--- src/rtl/cabac_terminate_encode_bin_pkg.sv ---
// Shared constants and state encodings for the CABAC terminate-bin encoder
// and its PutBit controller.
package cabac_terminate_encode_bin_pkg;

    localparam logic [8:0] CABAC_RANGE_INIT = 9'd510;
    localparam logic [9:0] CABAC_QUARTER    = 10'd256;
    localparam logic [9:0] CABAC_HALF       = 10'd512;

    typedef enum logic [2:0] {
        ST_IDLE      = 3'd0,
        ST_RENORM    = 3'd1,
        ST_PUT       = 3'd2,
        ST_FLUSH_PUT = 3'd3,
        ST_FLUSH_W1  = 3'd4,
        ST_FLUSH_W0  = 3'd5,
        ST_DONE      = 3'd6
    } te_state_e;

    typedef enum logic [1:0] {
        PB_IDLE  = 2'd0,
        PB_FIRST = 2'd1,
        PB_OUTS  = 2'd2
    } pb_state_e;

endpackage

--- src/rtl/cabac_terminate_encode_bin_put_bit_ctrl.sv ---
// cabac_put_bit_ctrl: PutBit engine shared by the CABAC bin encoders.
// Owns firstBitFlag and bitsOutstanding, and drives the serial bit link
// while a PutBit is in progress.
// Ports:
//   clk, rst_n        clock, async active-low reset
//   i_load            load fbf/bo from i_load_fbf / i_load_bo
//   i_inc_bo          bitsOutstanding++ (saturating, sets sticky overflow)
//   i_start, i_b      start PutBit(b); accepted only when idle
//   o_busy            PutBit in progress (link owned by this block)
//   o_done            one-cycle pulse, PutBit finished this cycle
//   o_bit, o_bit_valid, i_bit_ready   serial bit link
//   o_fbf, o_bo, o_bo_overflow        current flag/counter/overflow state
module cabac_put_bit_ctrl
    import cabac_terminate_encode_bin_pkg::*;
#(
    parameter int BO_W = 16
) (
    input  logic            clk,
    input  logic            rst_n,
    input  logic            i_load,
    input  logic            i_load_fbf,
    input  logic [BO_W-1:0] i_load_bo,
    input  logic            i_inc_bo,
    input  logic            i_start,
    input  logic            i_b,
    output logic            o_busy,
    output logic            o_done,
    output logic            o_bit,
    output logic            o_bit_valid,
    input  logic            i_bit_ready,
    output logic            o_fbf,
    output logic [BO_W-1:0] o_bo,
    output logic            o_bo_overflow
);

    localparam logic [BO_W-1:0] BO_ONE = {{(BO_W-1){1'b0}}, 1'b1};

    pb_state_e       state_q, state_d;
    logic            b_q, b_d;
    logic            fbf_q, fbf_d;
    logic [BO_W-1:0] bo_q, bo_d;
    logic            ovf_q, ovf_d;

    always_ff @(posedge clk or negedge rst_n) begin
        if (!rst_n) begin
            state_q <= PB_IDLE;
            b_q     <= 1'b0;
            fbf_q   <= 1'b1;
            bo_q    <= '0;
            ovf_q   <= 1'b0;
        end else begin
            state_q <= state_d;
            b_q     <= b_d;
            fbf_q   <= fbf_d;
            bo_q    <= bo_d;
            ovf_q   <= ovf_d;
        end
    end

    always_comb begin
        state_d     = state_q;
        b_d         = b_q;
        fbf_d       = fbf_q;
        bo_d        = bo_q;
        ovf_d       = ovf_q;
        o_bit       = 1'b0;
        o_bit_valid = 1'b0;
        o_done      = 1'b0;

        if (i_load) begin
            fbf_d = i_load_fbf;
            bo_d  = i_load_bo;
        end

        // Saturate at all-ones rather than wrapping; the overflow is sticky.
        if (i_inc_bo) begin
            if (&bo_q) begin
                ovf_d = 1'b1;
            end else begin
                bo_d = bo_q + BO_ONE;
            end
        end

        case (state_q)
            PB_IDLE: begin
                if (i_start) begin
                    b_d = i_b;
                    // The very first bit of a slice is never written.
                    if (fbf_q) begin
                        fbf_d   = 1'b0;
                        state_d = PB_OUTS;
                    end else begin
                        state_d = PB_FIRST;
                    end
                end
            end
            PB_FIRST: begin
                o_bit_valid = 1'b1;
                o_bit       = b_q;
                if (i_bit_ready) begin
                    state_d = PB_OUTS;
                end
            end
            PB_OUTS: begin
                if (bo_q == '0) begin
                    o_done  = 1'b1;
                    state_d = PB_IDLE;
                end else begin
                    o_bit_valid = 1'b1;
                    o_bit       = ~b_q;
                    if (i_bit_ready) begin
                        bo_d = bo_q - BO_ONE;
                    end
                end
            end
            default: state_d = PB_IDLE;
        endcase
    end

    assign o_busy        = (state_q != PB_IDLE);
    assign o_fbf         = fbf_q;
    assign o_bo          = bo_q;
    assign o_bo_overflow = ovf_q;

endmodule

--- src/rtl/cabac_terminate_encode_bin.sv ---
// cabac_terminate_encode_bin: encodes one CABAC terminate bin.
// binVal=0: range-=2 then renormalise. binVal=1: full flush (range=2,
// renormalise, PutBit(low[9]), then write low[8] and a trailing 1).
// Bits leave serially on a valid/ready link; the updated arithmetic state
// is presented on o_* and qualified by a one-cycle o_done.
// Ports:
//   clk, rst_n                        clock, async active-low reset
//   i_valid / o_ready                 start handshake
//   i_binVal, i_ivlLow, i_ivlCurrRange, i_bitsOutstanding, i_firstBitFlag
//                                     incoming bin and arithmetic state
//   o_bit, o_bit_valid, i_bit_ready   serial bitstream link
//   o_done                            result strobe
//   o_ivlLow, o_ivlCurrRange, o_bitsOutstanding, o_firstBitFlag
//                                     updated arithmetic state
//   o_bo_overflow                     sticky bitsOutstanding saturation flag
module cabac_terminate_encode_bin
    import cabac_terminate_encode_bin_pkg::*;
#(
    parameter int BO_W = 16
) (
    input  logic            clk,
    input  logic            rst_n,
    input  logic            i_valid,
    input  logic            i_binVal,
    input  logic [9:0]      i_ivlLow,
    input  logic [8:0]      i_ivlCurrRange,
    input  logic [BO_W-1:0] i_bitsOutstanding,
    input  logic            i_firstBitFlag,
    output logic            o_ready,
    output logic            o_bit,
    output logic            o_bit_valid,
    input  logic            i_bit_ready,
    output logic            o_done,
    output logic [9:0]      o_ivlLow,
    output logic [8:0]      o_ivlCurrRange,
    output logic [BO_W-1:0] o_bitsOutstanding,
    output logic            o_firstBitFlag,
    output logic            o_bo_overflow
);

    te_state_e  state_q, state_d;
    logic       bin_q, bin_d;
    logic       ret_flush_q, ret_flush_d;
    logic [9:0] low_q, low_d;
    logic [8:0] range_q, range_d;

    logic       pb_load, pb_inc, pb_start, pb_b;
    logic       pb_busy, pb_done, pb_bit, pb_bit_valid;
    logic       raw_valid, raw_bit;
    logic [8:0] range_m2;
    logic [9:0] low_adj;

    cabac_put_bit_ctrl #(.BO_W(BO_W)) u_put_bit (
        .clk           (clk),
        .rst_n         (rst_n),
        .i_load        (pb_load),
        .i_load_fbf    (i_firstBitFlag),
        .i_load_bo     (i_bitsOutstanding),
        .i_inc_bo      (pb_inc),
        .i_start       (pb_start),
        .i_b           (pb_b),
        .o_busy        (pb_busy),
        .o_done        (pb_done),
        .o_bit         (pb_bit),
        .o_bit_valid   (pb_bit_valid),
        .i_bit_ready   (i_bit_ready),
        .o_fbf         (o_firstBitFlag),
        .o_bo          (o_bitsOutstanding),
        .o_bo_overflow (o_bo_overflow)
    );

    always_ff @(posedge clk or negedge rst_n) begin
        if (!rst_n) begin
            state_q     <= ST_IDLE;
            bin_q       <= 1'b0;
            ret_flush_q <= 1'b0;
            low_q       <= '0;
            range_q     <= CABAC_RANGE_INIT;
        end else begin
            state_q     <= state_d;
            bin_q       <= bin_d;
            ret_flush_q <= ret_flush_d;
            low_q       <= low_d;
            range_q     <= range_d;
        end
    end

    assign range_m2 = i_ivlCurrRange - 9'd2;

    always_comb begin
        state_d     = state_q;
        bin_d       = bin_q;
        ret_flush_d = ret_flush_q;
        low_d       = low_q;
        range_d     = range_q;
        pb_load     = 1'b0;
        pb_inc      = 1'b0;
        pb_start    = 1'b0;
        pb_b        = 1'b0;
        raw_valid   = 1'b0;
        raw_bit     = 1'b0;
        low_adj     = low_q;

        case (state_q)
            ST_IDLE: begin
                if (i_valid) begin
                    bin_d   = i_binVal;
                    pb_load = 1'b1;
                    if (i_binVal) begin
                        low_d   = i_ivlLow + {1'b0, range_m2};
                        range_d = 9'd2;
                    end else begin
                        low_d   = i_ivlLow;
                        range_d = range_m2;
                    end
                    state_d = ST_RENORM;
                end
            end
            ST_RENORM: begin
                if (range_q[8]) begin
                    state_d = bin_q ? ST_FLUSH_PUT : ST_DONE;
                end else begin
                    ret_flush_d = 1'b0;
                    range_d     = {range_q[7:0], 1'b0};
                    if (low_q < CABAC_QUARTER) begin
                        pb_start = 1'b1;
                        pb_b     = 1'b0;
                        state_d  = ST_PUT;
                    end else if (low_q >= CABAC_HALF) begin
                        low_adj  = low_q - CABAC_HALF;
                        pb_start = 1'b1;
                        pb_b     = 1'b1;
                        state_d  = ST_PUT;
                    end else begin
                        low_adj = low_q - CABAC_QUARTER;
                        pb_inc  = 1'b1;
                    end
                    low_d = {low_adj[8:0], 1'b0};
                end
            end
            ST_PUT: begin
                if (pb_done) begin
                    state_d = ret_flush_q ? ST_FLUSH_W1 : ST_RENORM;
                end
            end
            ST_FLUSH_PUT: begin
                pb_start    = 1'b1;
                pb_b        = low_q[9];
                ret_flush_d = 1'b1;
                state_d     = ST_PUT;
            end
            // The two flush tail bits are ((low >> 7) & 3) | 1, MSB first.
            ST_FLUSH_W1: begin
                raw_valid = 1'b1;
                raw_bit   = low_q[8];
                if (i_bit_ready) begin
                    state_d = ST_FLUSH_W0;
                end
            end
            ST_FLUSH_W0: begin
                raw_valid = 1'b1;
                raw_bit   = 1'b1;
                if (i_bit_ready) begin
                    state_d = ST_DONE;
                end
            end
            ST_DONE: begin
                state_d = ST_IDLE;
            end
            default: state_d = ST_IDLE;
        endcase
    end

    // PutBit and the flush tail never overlap, so a simple mux shares the link.
    assign o_bit          = pb_busy ? pb_bit : raw_bit;
    assign o_bit_valid    = pb_bit_valid | raw_valid;
    assign o_ready        = (state_q == ST_IDLE);
    assign o_done         = (state_q == ST_DONE);
    assign o_ivlLow       = low_q;
    assign o_ivlCurrRange = range_q;

endmodule

--- config.mk ---
export PLATFORM = sky130hd
export DESIGN_NAME = cabac_terminate_encode_bin
export DESIGN_NICKNAME = d
export VERILOG_FILES = /design/src/rtl/cabac_terminate_encode_bin_pkg.sv /design/src/rtl/cabac_terminate_encode_bin_put_bit_ctrl.sv /design/src/rtl/cabac_terminate_encode_bin.sv
export SDC_FILE = /design/constraint.sdc
export NUM_CORES = 1
export LEC_CHECK = 0
export ABC_AREA = 1
export CAP_MARGIN = 5
export CORE_MARGIN = 10
export CORE_UTILIZATION = 45
export DETAILED_ROUTE_END_ITERATION = 6
export PLACE_DENSITY = 0.76
export REMOVE_ABC_BUFFERS = 1
export SKIP_LAST_GASP = 1
export SYNTH_ARGS = -nofsm -noshare
export SYNTH_HDL_FRONTEND = slang
export SYNTH_HIERARCHICAL = 1
export SYNTH_SLANG_ARGS = --single-unit
--- constraint.sdc ---
create_clock -name clk -period 2.7 [get_ports clk]
set_clock_uncertainty 0.2 [all_clocks]
set_input_delay 0.405 -clock clk [delete_from_list [all_inputs] [get_ports clk]]
set_output_delay 0.405 -clock clk [all_outputs]
set_load 0.005 [all_outputs]
# Yosys cells after proc, flatten, opt, wreduce, memory -nomap -nowiden
# Cells that the tools add are included.
[totals]
reg_bits = 45
inputBits = 41
out_inout_bits = 41
word_cells = 113
[op_classes]
addsub = 6
magnitude_cmp = 2
n_eq_ne = 17
n_mux = 59
n_bitwise = 2
n_reduce_logical = 16
[op_table]
columns = ["op", "count"]
rows = [
  ["$mux 16", 6],
  ["$mux 9", 5],
  ["$mux 10", 3],
  ["$mux 3", 9],
  ["$mux 1", 22],
  ["$pmux 10 s2", 1],
  ["$pmux 3 s6", 1],
  ["$pmux 9 s2", 1],
  ["$reduce_and 17->1", 1],
  ["$add 16x1->16 const B", 1],
  ["$logic_not 16->1", 1],
  ["$reduce_and 16->1", 1],
  ["$sub 16x1->16 const B", 1],
  ["$ne 2x2->1 const B", 7],
  ["$pmux 1 s2", 6],
  ["$add 10x9->10", 1],
  ["$ge 10x10->1 const B", 1],
  ["$lt 10x9->1 const B", 1],
  ["$eq 3x3->1 const B", 3],
  ["$sub 9x1->9 const B", 1],
  ["$sub 9x2->9 const B", 1],
  ["$sub 9x9->9 const B", 1],
  ["$mux 2", 4],
  ["$reduce_and 2->1", 4],
  ["other kinds (15)", 19],
]

# Logic depth before layout (Yosys ltp)
[depth]
ltp_word = 9
depth_mapped = 17
mapped_depth_nobuf = 17

# By module
# The synthesis kept the hierarchy.
[by_module_without_submodules]
columns = ["mod", "instances", "cells_per_inst", "area_each_um2", "seq_area_each_um2"]
rows = [
  ["cabac_put_bit_ctrl", 1, 345, 2113.3, 526.8],
  ["cabac_terminate_encode_bin", 1, 281, 1931.9, 610.6],
]

# Least setup slack after synthesis
# No wires, ideal clock.
[synth_path]
path_kind = "input to register"
from = "input i_ivlCurrRange[1]"
to = "register low_q[9], in the netlist o_ivlLow[9]"
setup_time_ps = 77
arrival_time_ps = 2142
required_ps = 2423
slack_ps = 280
stages = 14
path_buffers = 0
path_cell_list = "inv_1 -> nand3_1 -> nor3_1 -> nand4_1 -> and2_1 -> ha_1 -> nand2_1 -> nor2_1 -> nand3_1 -> nand3_1 -> nand2_1 -> nand2_1 -> nand3_1 -> a21oi_1"
[synth_between]
elab_chain_cells = 5
[synth_lines]
columns = ["item", "line", "source"]
rows = [
  ["start, declared", "cabac_terminate_encode_bin.sv:26", "input logic [8:0] i_ivlCurrRange,"],
  ["$sub 9x2->9", "cabac_terminate_encode_bin.sv:88", "assign range_m2 = i_ivlCurrRange - 9'd2;"],
  ["$add 10x9->10", "cabac_terminate_encode_bin.sv:110", "low_d = i_ivlLow + {1'b0, range_m2};"],
  ["$mux 10", "cabac_terminate_encode_bin.sv:109", "if (i_binVal) begin"],
  ["$mux 10", "cabac_terminate_encode_bin.sv:106", "if (i_valid) begin"],
  ["$pmux 10 s2", "cabac_terminate_encode_bin.sv:104", "case (state_q)"],
  ["end signal, assigned", "cabac_terminate_encode_bin.sv:83", "low_q <= low_d;"],
  ["end, declared", "cabac_terminate_encode_bin.sv:44", "logic [9:0] low_q, low_d;"],
]
# No other way between the ends. The select of a mux whose other input is x is not followed.
# A chain may end at the register's enable or synchronous reset.

# Final worst setup path
[layout_path]
from = "input i_ivlCurrRange[3]"
to = "register low_q[9], in the netlist o_ivlLow[9]"
# Same word-level chain as after synthesis.

==> flow_summary.ini <==
[clock_tree]
cts_tree = done
insertion_delay_ns = 0.31
cts_htree_levels = 2
clockBufferDepth = 2
clock-sinks = 45
clk_root_buffer_cell = sky130_fd_sc_hd__clkbuf_8
numCtsBuffers = 5
path_clk_slew_ns = 0.10

[critical_path]
worst_r2r_endpoint = o_ivlLow[2]
worst-endpoint-arrival_ns = 2.68
critical_path.endpoint = o_ivlLow[9]
crit_required_ns = 2.73
worst-setup-path-type = input pin to flip-flop
regToRegStartpoint = state_q[1]
rr_worst_depth = 9
worstSetupStartpointType = input pin
startpoint_of_the_most_critical_setup_path = i_ivlCurrRange[3]
worst-path-max-fanout = 3
critical_path_end_type = flip-flop
reg_to_reg_slack_setup_ns = 0.49

[sta]
timing_worst_slew_pin_value_ns = 0.600
final.min_clock_period_ns = 2.64
grt_setup_unrepaired = true
final_report_setup_violation_count = 0
slew_viol_final = 0
max_freq_mhz = 378
setup_total_negative_slack_ns = 0
count_of_final_hold_check_violations = 0
slew-limit-headroom = 0.600
final_min_period_over_clock_period = 0.979
finalWorstSetupSlack_ns = 0.0554

[global_routing]
global_route.overflow_total = 0
first_global_vias = 4440
grt_pass1_wl_um = 20800
grtUsageTotal = 0.188
grt_start_max_net_pins = 46
antenna_found_initial = 0

[logic_synthesis]
syn_avg_cell_area_um2 = 6.46
synth-seq-cells = 45
count_of_different_cell_masters_after_synthesis = 46
synth_area_leaders = sky130_fd_sc_hd__dfrtp_1 22%, sky130_fd_sc_hd__nand2_1 16%, sky130_fd_sc_hd__nor2_1 7.4%
post_synth_instance_area_um2 = 4050
yosys_warns = 6
synth-seq-area-share = 0.281
synth_area_leader_cell = sky130_fd_sc_hd__dfrtp_1
post_synth_inst_count = 626
yosys.area.top_type_share = 0.223

[floorplan]
die-height_um = 115
die_x_um = 115
floorplan.die_area_um2 = 13200
num_io_pins = 82
core_region_area_um2 = 8720
floorplan.initialDensity = 0.464
core.rowCount = 34

[pwr]
ir_drop_v = 0.000402
power_density_nw_per_um2 = 962
leakage_power_nw = 2.71
power_switching_w = 0.00247
seq_power_share = 0.255
clkPwrFrac = 0.100
power_frac_comb = 0.644
report.power.total_w = 0.00532
power.internal_w = 0.00285
p_sw_frac = 0.465

[worst_hold_path]
holdCritPathClass = flip-flop to flip-flop
hold-path-cell-count = 1

[final_layout]
postLayoutCellArea_um2 = 5530
antenna_diode_count = 0
multi_input_area_um2 = 2610
finish.net_count = 809
layout-drive-gt1-share = 0.174
area_growth_pct = 36.6
ff_latch_area_um2 = 1140
n_fill_cell = 810

[detailed_routing]
topRoutingLayerUsed = met4
initialDrtViolationCount = 187
routedWlPerCell_um = 14.8
drt_pre_antenna_iters = 4
detail_route.drc_violations = 0
routed_length_on_met3_um = 835
routed_wirelength_um = 12700
routed-via-count = 4479
vias_per_cell = 5.21
dr_wl_met2_um = 6360
drtAntennaViolNets = 0
wirelength_met1_um = 5170

[run]
drv_cap = 0

[place]
place_congestion = 0.986
port_buffer_count = 81
detailed_place.area_um2 = 5230
dp_hpwl_um = 9670
place_worst_setup_slack_ns = -0.388

[outcome]
run_status = finished clean
[how the worst min path moves through the flow]
stage	startpoint	to
3_5_place_dp	u_put_bit/o_bo_overflow	u_put_bit/o_bo_overflow
5_1_grt	u_put_bit/o_bo_overflow	u_put_bit/o_bo_overflow
3_3_place_gp	u_put_bit/o_bo_overflow	u_put_bit/o_bo_overflow
2_1_floorplan	rst_n	bin_q
4_1_cts	u_put_bit/o_bo_overflow	u_put_bit/o_bo_overflow
6_report	u_put_bit/o_bo_overflow	u_put_bit/o_bo_overflow
[synth_stat cells, drive strengths merged]
library cell / count
ha: 16
a22oi: 3
a31oi: 1
a21boi: 1
buf: 11
o21a: 3
dfrtp: 36
clkinv: 1
nand3: 58
inv: 78
nor3: 6
mux2: 2
nor4: 1
a31o: 2
and2: 1
nand4: 8
a21oi: 37
clkbuf: 7
nor2: 90
o211ai: 3
xnor2: 2
o22ai: 2
xor2: 19
dfstp: 9
fa: 1
or2: 5
nand3b: 2
o221ai: 1
o21ai: 38
nand2: 182
[cell families (layout without fill, tap and decap cells)]
| family | after synthesis | count (layout) | synth area share |
|---|---|---|---|
| AND/OR/NAND/NOR | 353 | 353 | 0.385 |
| multiplexers | 2 | 2 | 0.00557 |
| buffers and inverters | 97 | 223 | 0.104 |
| adder cells (fa/ha/maj) | 17 | 17 | 0.0544 |
| AO/OA/AOI/OAI | 91 | 91 | 0.124 |
| XOR/XNOR | 21 | 21 | 0.0455 |
| flip-flops | 45 | 45 | 0.281 |
[worst max-delay path, cell delays in order]
cell	delay [ns]
sky130_fd_sc_hd__clkdlybuf4s50_1	0.41
sky130_fd_sc_hd__inv_1	0.10
sky130_fd_sc_hd__nand3_2	0.11
sky130_fd_sc_hd__nor3_4	0.25
sky130_fd_sc_hd__buf_4	0.14
sky130_fd_sc_hd__nand3_1	0.07
sky130_fd_sc_hd__nand2_1	0.11
sky130_fd_sc_hd__and2_4	0.17
sky130_fd_sc_hd__ha_4	0.20
sky130_fd_sc_hd__nand2_1	0.10
sky130_fd_sc_hd__inv_1	0.04
sky130_fd_sc_hd__a21oi_1	0.17
sky130_fd_sc_hd__nand3_2	0.10
sky130_fd_sc_hd__nand3_1	0.07
sky130_fd_sc_hd__nand3_1	0.09
sky130_fd_sc_hd__a21oi_2	0.14
[power by group through the flow]
stage	Clock, W	Sequential [W]	Combinational [W]
after floorplan	0	0.00140	0.00179
after global placement	0	0.00132	0.00325
after detailed placement	0	0.00133	0.00334
after CTS	0.000546	0.00135	0.00338
after global routing	0.000563	0.00140	0.00385
final	0.000534	0.00136	0.00343
[through the flow]
step	std cells	hold slack [ns]	utilization
floorplan	608	-0.0906	-
global placement	844	0.262	0.600
detailed placement	844	0.269	0.600
CTS	854	0.291	0.618
global route	860	0.325	0.634
finish	860	0.286	0.634
[layout by cell type (no fill, tap or decap), drive strengths merged, types with 2 or more instances in the layout]
cell type	n
nor3	6
o22ai	2
dfstp	9
nor2	90
ha	16
o211ai	3
dlygate4sd2	2
buf	55
a31o	2
xor2	19
nand2	182
clkdlybuf4s50	77
nand3	58
a21oi	37
nand3b	2
or2	5
o21a	3
dfrtp	36
mux2	2
xnor2	2
a22oi	3
inv	78
nand4	8
clkbuf	6
o21ai	38
clkinv	2
[final cells by class]
type / instances / area share
Clock buffer: 6 / 0.0131
Clock inverter: 2 / 0.00634
Inverter: 79 / 0.0541
Multi-Input combinational cell: 484 / 0.473
Sequential cell: 45 / 0.206
Tap cell: 108 / 0.0245
Timing Repair Buffer: 136 / 0.223
[sequential cells by signal (all words and copies together), names as in the netlist]
name,count
ret_flush_q,1
o_ivlCurrRange,9
u_put_bit/state_q,2
u_put_bit/o_bo,16
u_put_bit/o_bo_overflow,1
bin_q,1
u_put_bit/b_q,1
state_q,3
u_put_bit/o_fbf,1
o_ivlLow,10
[layer usage]
layer / GRT usage / up-vias
li1: - / 2254
met1: 0.221 / 2059
met2: 0.330 / 142
met3: 0.0422 / 24
met4: 0.0685 / 0
met5: 0 / -
[timing repair]
item                                    CTS  global route
resized for setup                        14            20
endpoints found under the setup margin    3             7
pin swaps                                 1            11
buffers inserted                          1             6
hold endpoints to repair                  4             0
hold buffers                              1             0
(Power assumes the default switching activity.)
